File: src/rtl/pci_pkg.sv
// Shared PCI definitions: command and completion-status codes, master FSM states
// and the latched user request.
package pci_pkg;

  localparam logic [3:0] CMD_IO_RD  = 4'b0010;
  localparam logic [3:0] CMD_IO_WR  = 4'b0011;
  localparam logic [3:0] CMD_MEM_RD = 4'b0110;
  localparam logic [3:0] CMD_MEM_WR = 4'b0111;

  localparam logic [1:0] ST_OK       = 2'b00;
  localparam logic [1:0] ST_MABORT   = 2'b01;
  localparam logic [1:0] ST_TABORT   = 2'b10;
  localparam logic [1:0] ST_RETRY_EX = 2'b11;

  typedef enum logic [2:0] {
    S_IDLE,
    S_REQ,
    S_ADDR,
    S_DATA,
    S_TURN,
    S_DONE
  } state_t;

  typedef struct packed {
    logic [3:0]  code;
    logic [31:0] addr;
    logic [31:0] data;
    logic [3:0]  be_n;
  } cmd_t;

  function automatic logic is_write(input logic [3:0] code);
    return code[0];
  endfunction

endpackage

File: src/rtl/pci_par_gen.sv
// PCI parity: even parity over the 36 bits of AD and C/BE# registered one clock behind them;
// the parity output enable follows the AD output enable with the same delay.
module pci_par_gen
  import pci_pkg::*;
(
  input  logic        CLK,
  input  logic        RST,
  input  logic [31:0] ad,
  input  logic [3:0]  cbe_n,
  input  logic        oe_ad_n,
  output logic        par,
  output logic        oe_par_n
);

  always_ff @(posedge CLK or posedge RST) begin
    if (RST) begin
      par      <= 1'b0;
      oe_par_n <= 1'b1;
    end else begin
      par      <= ^{ad, cbe_n};
      oe_par_n <= oe_ad_n;
    end
  end

endmodule

File: src/rtl/pci_master.sv
// Single-data-phase PCI initiator with retry, master-abort and target-abort handling.
// Latency: arbitration wait, 1 ADDR, >=1 DATA, 1 TURN, 1 DONE clock; CMD_READY stays low until back in IDLE.
module pci_master
  import pci_pkg::*;
#(
  parameter int MAX_RETRY      = 4,
  parameter int DEVSEL_TIMEOUT = 5
) (
  input  logic        CLK,
  input  logic        RST,
  input  logic        CMD_VALID,
  output logic        CMD_READY,
  input  logic [3:0]  CMD_CODE,
  input  logic [31:0] CMD_ADDR,
  input  logic [31:0] CMD_DATA,
  input  logic [3:0]  CMD_BE_N,
  output logic        RSP_VALID,
  output logic [31:0] RSP_DATA,
  output logic [1:0]  RSP_STATUS,
  input  logic [31:0] AD_I,
  output logic [31:0] AD_O,
  output logic        OE_AD_N,
  output logic [3:0]  CBE_O_N,
  output logic        OE_CBE_N,
  output logic        PAR_O,
  output logic        OE_PAR_N,
  input  logic        FRAME_I_N,
  output logic        FRAME_O_N,
  output logic        OE_FRAME_N,
  input  logic        IRDY_I_N,
  output logic        IRDY_O_N,
  output logic        OE_IRDY_N,
  input  logic        TRDY_I_N,
  input  logic        STOP_I_N,
  input  logic        DEVSEL_I_N,
  input  logic        GNT_I_N,
  output logic        REQ_O_N
);

  localparam int RW = $clog2(MAX_RETRY + 2);
  localparam int TW = $clog2(DEVSEL_TIMEOUT + 1);

  state_t        state;
  cmd_t          cmd_q;
  logic [RW-1:0] retry_cnt;
  logic [TW-1:0] dev_cnt;
  logic          retry_pend;
  logic [1:0]    term_status;
  logic [31:0]   rd_data;

  always_ff @(posedge CLK or posedge RST) begin
    if (RST) begin
      state       <= S_IDLE;
      cmd_q       <= '0;
      retry_cnt   <= '0;
      dev_cnt     <= '0;
      retry_pend  <= 1'b0;
      term_status <= ST_OK;
      rd_data     <= '0;
      CMD_READY   <= 1'b0;
      RSP_VALID   <= 1'b0;
      RSP_DATA    <= '0;
      RSP_STATUS  <= ST_OK;
      AD_O        <= '0;
      OE_AD_N     <= 1'b1;
      CBE_O_N     <= 4'hF;
      OE_CBE_N    <= 1'b1;
      FRAME_O_N   <= 1'b1;
      OE_FRAME_N  <= 1'b1;
      IRDY_O_N    <= 1'b1;
      OE_IRDY_N   <= 1'b1;
      REQ_O_N     <= 1'b1;
    end else begin
      RSP_VALID <= 1'b0;
      case (state)
        S_IDLE: begin
          CMD_READY <= 1'b1;
          if (CMD_VALID && CMD_READY) begin
            cmd_q     <= '{code: CMD_CODE, addr: CMD_ADDR, data: CMD_DATA, be_n: CMD_BE_N};
            retry_cnt <= '0;
            rd_data   <= '0;
            CMD_READY <= 1'b0;
            REQ_O_N   <= 1'b0;
            state     <= S_REQ;
          end
        end

        // Start only on a granted, idle bus (no FRAME#, no IRDY# from the previous owner).
        S_REQ: begin
          if (!GNT_I_N && FRAME_I_N && IRDY_I_N) begin
            REQ_O_N    <= 1'b1;
            FRAME_O_N  <= 1'b0;
            IRDY_O_N   <= 1'b1;
            AD_O       <= cmd_q.addr;
            CBE_O_N    <= cmd_q.code;
            OE_AD_N    <= 1'b0;
            OE_CBE_N   <= 1'b0;
            OE_FRAME_N <= 1'b0;
            OE_IRDY_N  <= 1'b0;
            state      <= S_ADDR;
          end
        end

        S_ADDR: begin
          FRAME_O_N <= 1'b1;
          IRDY_O_N  <= 1'b0;
          CBE_O_N   <= cmd_q.be_n;
          dev_cnt   <= '0;
          if (is_write(cmd_q.code)) begin
            AD_O    <= cmd_q.data;
            OE_AD_N <= 1'b0;
          end else begin
            OE_AD_N <= 1'b1;
          end
          state <= S_DATA;
        end

        S_DATA: begin
          if (!DEVSEL_I_N && !TRDY_I_N) begin
            term_status <= ST_OK;
            if (!is_write(cmd_q.code)) rd_data <= AD_I;
            IRDY_O_N <= 1'b1;
            OE_AD_N  <= 1'b1;
            OE_CBE_N <= 1'b1;
            state    <= S_TURN;
          end else if (!DEVSEL_I_N && !STOP_I_N) begin
            if (retry_cnt < RW'(MAX_RETRY)) begin
              retry_cnt  <= retry_cnt + RW'(1);
              retry_pend <= 1'b1;
            end else begin
              term_status <= ST_RETRY_EX;
            end
            IRDY_O_N <= 1'b1;
            OE_AD_N  <= 1'b1;
            OE_CBE_N <= 1'b1;
            state    <= S_TURN;
          end else if (DEVSEL_I_N && !STOP_I_N) begin
            term_status <= ST_TABORT;
            IRDY_O_N    <= 1'b1;
            OE_AD_N     <= 1'b1;
            OE_CBE_N    <= 1'b1;
            state       <= S_TURN;
          end else if (DEVSEL_I_N) begin
            // Nobody claimed the cycle: give up after DEVSEL_TIMEOUT data clocks.
            if (dev_cnt == TW'(DEVSEL_TIMEOUT - 1)) begin
              term_status <= ST_MABORT;
              IRDY_O_N    <= 1'b1;
              OE_AD_N     <= 1'b1;
              OE_CBE_N    <= 1'b1;
              state       <= S_TURN;
            end else begin
              dev_cnt <= dev_cnt + TW'(1);
            end
          end
        end

        S_TURN: begin
          OE_AD_N    <= 1'b1;
          OE_CBE_N   <= 1'b1;
          OE_FRAME_N <= 1'b1;
          OE_IRDY_N  <= 1'b1;
          if (retry_pend) begin
            retry_pend <= 1'b0;
            REQ_O_N    <= 1'b0;
            state      <= S_REQ;
          end else begin
            RSP_VALID  <= 1'b1;
            RSP_DATA   <= rd_data;
            RSP_STATUS <= term_status;
            state      <= S_DONE;
          end
        end

        S_DONE: begin
          CMD_READY <= 1'b1;
          state     <= S_IDLE;
        end

        default: state <= S_IDLE;
      endcase
    end
  end

  pci_par_gen u_par (
    .CLK      (CLK),
    .RST      (RST),
    .ad       (AD_O),
    .cbe_n    (CBE_O_N),
    .oe_ad_n  (OE_AD_N),
    .par      (PAR_O),
    .oe_par_n (OE_PAR_N)
  );

endmodule

File: config.mk
export PLATFORM = sky130hd
export DESIGN_NAME = pci_master
export DESIGN_NICKNAME = d
export VERILOG_FILES = /design/src/rtl/pci_pkg.sv /design/src/rtl/pci_par_gen.sv /design/src/rtl/pci_master.sv
export SDC_FILE = /design/constraint.sdc
export NUM_CORES = 1
export LEC_CHECK = 0
export ABC_CLOCK_PERIOD_IN_PS = 6000
export CAP_MARGIN = 20
export CORE_MARGIN = 2
export CORE_UTILIZATION = 30
export DETAILED_ROUTE_END_ITERATION = 16
export SLEW_MARGIN = 20
export SYNTH_ARGS = -nofsm -noshare
export SYNTH_HDL_FRONTEND = slang
export SYNTH_SLANG_ARGS = --single-unit
File: constraint.sdc
create_clock -name CLK -period 6 [get_ports CLK]
set_input_delay 0.6 -clock CLK [delete_from_list [all_inputs] [get_ports CLK]]
set_output_delay 0.6 -clock CLK [all_outputs]
set_load 0.005 [all_outputs]
==> flow_summary.toml, run 1 <==
[routing]
drt_pre_antenna_iters = 4
drt_iter0_markers = 274
drc = 0
drt-total-wl_mm = 19.3
wl_per_cell_um = 15.6
ant_nets = 0
viasPerCell = 4.44
vias = 5515

[yosys]
syn_nets = 789
ys_seq_elements = 196
synth.distinct_cells = 44
synth.most_common_cell = "dfrtp_1"
synth_area_mm2 = 0.00832
synthTopCellsByCount = "185 x dfrtp_1, 113 x nand2_1, 108 x mux2_2"
synth_edf_count = 0
netlist_instances = 673
synth_top_area_share = 0.556
synth_ff_type = "dfrtp_1"
synthArstFlopShare = 1.00
synth_area_leaders = "dfrtp_1 56%, mux2_2 15%, nand2_1 5.1%, mux2i_1 4.6%, o21ai_0 4.4%"
ys_seq_area_frac = 0.591
synth_area_per_cell_um2 = 12.4
yosysWarnings = 0
synth_top_area_cell = "dfrtp_1"

[grt]
grt_pass1_wl_mm = 31.1
grt_usage = 0.138
grt_start_max_net_pins = 85
antenna_found_initial = 3
grt_pass1_vias = 5650
grt_overflow_total = 0

[critical_path]
r2r_cells = 7
cpPeakStageDelay_ns = 0.63
rr_endpoint = "rd_data[25]$_DFFE_PP0P_"
r2r_start = "state[0]$_DFFE_PP0P_"
worstPathCellList = "nor3_1 > and2b_4 > buf_4 > a21oi_4 > buf_4 > nand2_1 > o21ai_0"
r2r_slack_ns = 3.13
cp-start-kind = "register"
worstPathRequired_ns = 6.29
cp-end-kind = "register"
worst_path_max_delay_cell = "dfrtp_1"
crit_arrival_ns = 3.16
crit_path_max_fanout = 64
crit_type = "register to register"
cpMostUsedCell = "buf_4"

[floorplanning]
ios = 194
rows = 60
fp.dieW_um = 171
start_util = 0.307
fp.coreArea_mm2 = 0.0271
fp.dieH_um = 171
die-area_mm2 = 0.0291

[sta]
layout_worst_path_cycle_share = 0.479
hold_slack_ns = 0.391
setup_viol = 0
finalHoldViolations = 0
relSlewSlack = 0.435
period_minus_slack_ns = 2.87
slew_violations = 0
tns_ns = 0
rsz0062_at_grt = "no"
max_freq_ghz = 0.348
worst_pin_slew_ns = 0.847
finClkSkew_ns = 0.0169

[final_layout]
areaGrowthSynthToFinish_pct = 34.0
utilization = 0.412
nets = 971
fillers = 2597
multi_input_area_mm2 = 0.00315
seq_area_mm2 = 0.00492
drive_gt1_frac = 0.191

[power]
cellPowerDensity_mw_per_mm2 = 462
netSwitchingFraction = 0.322
pwr-share-clk = 0.219
p_leak_nw = 4.66
power.share.sequential = 0.419
p_int_mw = 3.50
switchingPower_mw = 1.66
comb_power_share = 0.362
peakVddDrop_mv = 0.223

[min_path]
hold_path_startpoint = "OE_AD_N$_DFFE_PP1P_"
hold_path_depth = 0
min_to = "u_par.oe_par_n$_DFF_PP1_"
min_path_type = "register to register"

[placed_design]
dp_hpwl_mm = 13.2
port_buffers = 193
place_congestion = 0.755

[cts]
root_buffer = "clkbuf_16"
path_clk_slew_ns = 0.08
cts.path.max_buffers = 2
cts_setup_buffers = 0
clk_latency_ns = 0.43
cts_hold_buf = 0
htree_levels = 4
cts_resized = 0
cts_tree = "built"
clock_sinks = 196
cts_inserted_buffers = 17

[outcome]
status = "finished, final reports clean"

[flow_run]
maxCapViolCount = 0
[through the flow]
stage	cell area [um^2]	total power [mW]	setup WS, ns	instances
CTS	11200	5.26	3.06	1240
detailed placement	10600	4.10	2.80	1208
finish	11200	5.16	3.13	1242
global route	11200	5.55	2.80	1242
global placement	10600	4.05	2.85	1208
floorplan	8320	3.44	0.0776	673
[area by class of cell]
| cell class | instances | share of cell area |
|---|---|---|
| Multi-Input combinational cell | 432 | 0.282 |
| Tap cell | 372 | 0.0417 |
| Antenna cell | 2 | 0.000449 |
| Timing Repair Buffer | 201 | 0.179 |
| Inverter | 7 | 0.00303 |
| Clock buffer | 18 | 0.0385 |
| Sequential cell | 196 | 0.441 |
| Clock inverter | 14 | 0.0147 |
[power groups by stage]
stage | Combinational (mW) | Clock [mW] | Sequential [mW]
2_1_floorplan | 1.34 | 0 | 2.10
4_1_cts | 1.91 | 1.18 | 2.17
5_1_grt | 2.08 | 1.23 | 2.24
6_report | 1.87 | 1.13 | 2.16
3_5_place_dp | 1.90 | 0 | 2.19
3_3_place_gp | 1.87 | 0 | 2.19
[cell usage in the layout, fill, tap and decap left out, types with 2 or more instances in the layout]
| master | instances |
|---|---|
| mux2i_1 | 38 |
| diode_2 | 2 |
| nand2b_1 | 2 |
| inv_8 | 3 |
| nand3_1 | 2 |
| buf_4 | 8 |
| and3_1 | 2 |
| mux2_2 | 108 |
| nor2_1 | 14 |
| nor3_1 | 3 |
| inv_6 | 3 |
| o21ai_1 | 4 |
| dfrtp_1 | 185 |
| o21ai_0 | 74 |
| clkinv_8 | 5 |
| a31oi_1 | 4 |
| a22o_1 | 3 |
| xnor2_1 | 29 |
| inv_1 | 6 |
| nand2_1 | 113 |
| a21oi_1 | 8 |
| clkdlybuf4s50_1 | 193 |
| clkbuf_16 | 17 |
| dfstp_2 | 11 |
| clkinv_4 | 3 |
| ha_1 | 3 |
| xor2_1 | 4 |
[state kept, by name, indices dropped and copies added, names as in the netlist, 2 cells and up]
signal and count:
retry_cnt 3, rd_data 32, RSP_STATUS 2, state 3, dev_cnt 3, cmd_q 72, AD_O 32, term_status 2
CBE_O_N 4, RSP_DATA 32
[routing by layer]
layer,vias to the layer above,wire length (um),share of wire,track usage
li1,2677,-,-,-
met1,2721,8920,0.46,0.187
met2,106,9290,0.48,0.220
met3,11,875,0.045,0.0333
met4,0,242,0.013,0.0416
met5,-,0,0,0
[worst max path at each step]
stage / startpoint / cells after the start / slack (ns) / to
finish: state[0]$_DFFE_PP0P_ / 7 / 3.13 / rd_data[25]$_DFFE_PP0P_
global route: state[0]$_DFFE_PP0P_ / 7 / 2.80 / rd_data[13]$_DFFE_PP0P_
CTS: state[0]$_DFFE_PP0P_ / 7 / 3.06 / rd_data[9]$_DFFE_PP0P_
detailed placement: CMD_VALID / 8 / 2.80 / rd_data[9]$_DFFE_PP0P_
global placement: CMD_VALID / 8 / 2.85 / rd_data[1]$_DFFE_PP0P_
floorplan: RST / 1 / 0.08 / AD_O[0]$_DFFE_PP0P_
[kinds of logic after synthesis]
group                      share of synthesized area
AOI/OAI and AO/OA                             0.0685
xor gates and xnor gates                      0.0374
adders and majority gates                    0.00571
buffers and inverters                         0.0320
DFF                                            0.591
muxes                                          0.192
and+or+nand+nor                               0.0737
[worst max-delay path: cells and delay by family (launching register included)]
family	cells	cell delay [ns]
AOI/OAI and AO/OA	2	0.12
DFF	1	0.63
and+or+nand+nor	3	1.04
buffers and inverters	2	0.89
(Power assumes the default switching activity.)
==> inputs of run 2 (changes only) <==
--- a/config.mk
+++ b/config.mk
@@ -5,7 +5,7 @@
 export SDC_FILE = /design/constraint.sdc
 export NUM_CORES = 1
 export LEC_CHECK = 0
-export ABC_CLOCK_PERIOD_IN_PS = 6000
+export ABC_CLOCK_PERIOD_IN_PS = 2480
 export CAP_MARGIN = 20
 export CORE_MARGIN = 2
 export CORE_UTILIZATION = 30
==> constraint.sdc (replaced) <==
create_clock -name CLK -period 2.48 [get_ports CLK]
set_input_delay 0.248 -clock CLK [delete_from_list [all_inputs] [get_ports CLK]]
set_output_delay 0.248 -clock CLK [all_outputs]
set_load 0.005 [all_outputs]
==> run 2 against run 1 <==
Critical path depth shrank 2. Non-clock buffer count grew 9. Combinational power grew to 2.5 times the previous value. Cell area grew 1.8%. Via count shrank 1.1%. Total power grew 150%. Register-to-register slack lost 2.7 ns. Critical endpoint is now AD_O[11]$_DFFE_PP0P_.
==> flow_summary.toml, run 2 (same netlist as run 1, synthesis figures left out) <==
[routing]
vias = 5454
viasPerCell = 4.37
drt_iter0_markers = 327
drt-total-wl_mm = 19.5
drc = 0
wl_per_cell_um = 15.6
ant_nets = 0
drt_pre_antenna_iters = 4

[floorplanning]
fp.dieW_um = 171
rows = 60
die-area_mm2 = 0.0291
start_util = 0.307
ios = 194
fp.coreArea_mm2 = 0.0271
fp.dieH_um = 171

[cts]
cts_tree = "built"
root_buffer = "clkbuf_16"
clk_latency_ns = 0.43
cts_resized = 0
htree_levels = 4
cts_hold_buf = 0
path_clk_slew_ns = 0.08
cts_inserted_buffers = 17
cts.path.max_buffers = 2
cts_setup_buffers = 0
clock_sinks = 196

[sta]
slew_violations = 0
layout_worst_path_cycle_share = 0.808
relSlewSlack = 0.613
max_freq_ghz = 0.499
worst_pin_slew_ns = 0.576
period_minus_slack_ns = 2.00
finClkSkew_ns = 0.0143
rsz0062_at_grt = "no"
fin_ws_ns = 0.477
setup_viol = 0
finalHoldViolations = 0
hold_slack_ns = 0.203

[power]
p_int_mw = 8.59
netSwitchingFraction = 0.321
peakVddDrop_mv = 0.521
power.share.sequential = 0.411
cellPowerDensity_mw_per_mm2 = 1120
switchingPower_mw = 4.07
comb_power_share = 0.370
p_leak_nw = 4.74
pwr-share-clk = 0.220

[final_layout]
seq_area_mm2 = 0.00492
drive_gt1_frac = 0.202
largest_register_ffs = 72
areaGrowthSynthToFinish_pct = 36.4
fillers = 2593
multi_input_area_mm2 = 0.00315
final_common_cell = "clkdlybuf4s50_1"
mostFrequentLayoutCells = "193 x clkdlybuf4s50_1, 185 x dfrtp_1, 113 x nand2_1"
n_antenna_cell = 0
nets = 980
regMostFlops = "cmd_q"

[critical_path]
crit_path_start = "state[1]$_DFFE_PP0P_"
crit_path_max_fanout = 41
crit_arrival_ns = 2.31
crit_type = "register to register"
cp-end-kind = "register"
worst_path_max_delay_cell = "dfrtp_1"
worstPathCellList = "nand2b_1 > nor2_4 > buf_12 > mux2i_1 > o21ai_0"
cp-start-kind = "register"
r2r_start = "state[1]$_DFFE_PP0P_"
worstPathRequired_ns = 2.78
cpPeakStageDelay_ns = 0.59

[outcome]
status = "finished, final reports clean"

[min_path]
min_path_type = "input pin to asynchronous set/reset pin"

[grt]
grt_pass1_wl_mm = 31.5
grt_pass1_vias = 5673
grt_overflow_total = 0
antenna_found_initial = 0
grt_start_max_net_pins = 65
grt_usage = 0.139

[placed_design]
port_buffers = 193
place_congestion = 0.743
dp_hpwl_mm = 13.4
pre_cts_ws_ns = 0.416

[flow_run]
maxCapViolCount = 0
-- run 2: routing by layer --
metal / vias to the layer above / global-route usage / part of all wire
met1: 2658 / 0.190 / 0.47
li1: 2684 / - / -
met2: 106 / 0.226 / 0.48
met4: 0 / 0.0334 / 0.0078
met3: 6 / 0.0301 / 0.042
met5: - / 0 / 0
-- run 2: worst max-delay path: cells and delay by family, from the launching register on --
family,cells,cell delay (ns)
AO/OA/AOI/OAI,1,0.09
AND/OR/NAND/NOR,2,0.63
multiplexers,1,0.24
buffers and inverters,1,0.32
flip-flops,1,0.59
-- run 2: area by class of cell --
| class | count | area share |
|---|---|---|
| Tap cell | 372 | 0.0410 |
| Inverter | 7 | 0.00264 |
| Clock inverter | 14 | 0.0136 |
| Clock buffer | 18 | 0.0387 |
| Sequential cell | 196 | 0.433 |
| Timing Repair Buffer | 210 | 0.193 |
| Multi-Input combinational cell | 432 | 0.277 |
-- run 2: path summary, 6_finish.rpt --
| check | slack, ns | endpoint | cells after the start |
|---|---|---|---|
| worst max-delay path | 0.48 | AD_O[11]$_DFFE_PP0P_ | 5 |
| worst min-delay path | 0.20 | cmd_q[49]$_DFFE_PP0P_ | 2 |
| worst max register to register | 0.48 | AD_O[11]$_DFFE_PP0P_ | 5 |
| worst min register to register | 0.40 | u_par.oe_par_n$_DFF_PP1_ | 0 |
| max in group asynchronous | 1.58 | CBE_O_N[0]$_DFFE_PP1P_ | 3 |
| min in group CLK | 0.35 | rd_data[19]$_DFFE_PP0P_ | 3 |
-- run 2: stage by stage --
stage | utilization | area, um^2 | power (mW) | std cells | TNS, ns
after floorplan | - | 8330 | 8.31 | 673 | -53.91
after global placement | 0.397 | 10800 | 9.94 | 1217 | 0
after detailed placement | 0.397 | 10800 | 10.1 | 1217 | 0
after CTS | 0.419 | 11400 | 12.9 | 1249 | 0
after global routing | 0.419 | 11400 | 13.6 | 1249 | 0
final | 0.419 | 11400 | 12.7 | 1249 | 0
-- run 2: power by group through the flow --
stage | logic (mW) | clock network, mW | registers, mW
final | 4.68 | 2.78 | 5.20
after global routing | 5.20 | 3.01 | 5.40
after detailed placement | 4.78 | 0 | 5.28
after floorplan | 3.23 | 0 | 5.08
after CTS | 4.79 | 2.88 | 5.22
after global placement | 4.68 | 0 | 5.26
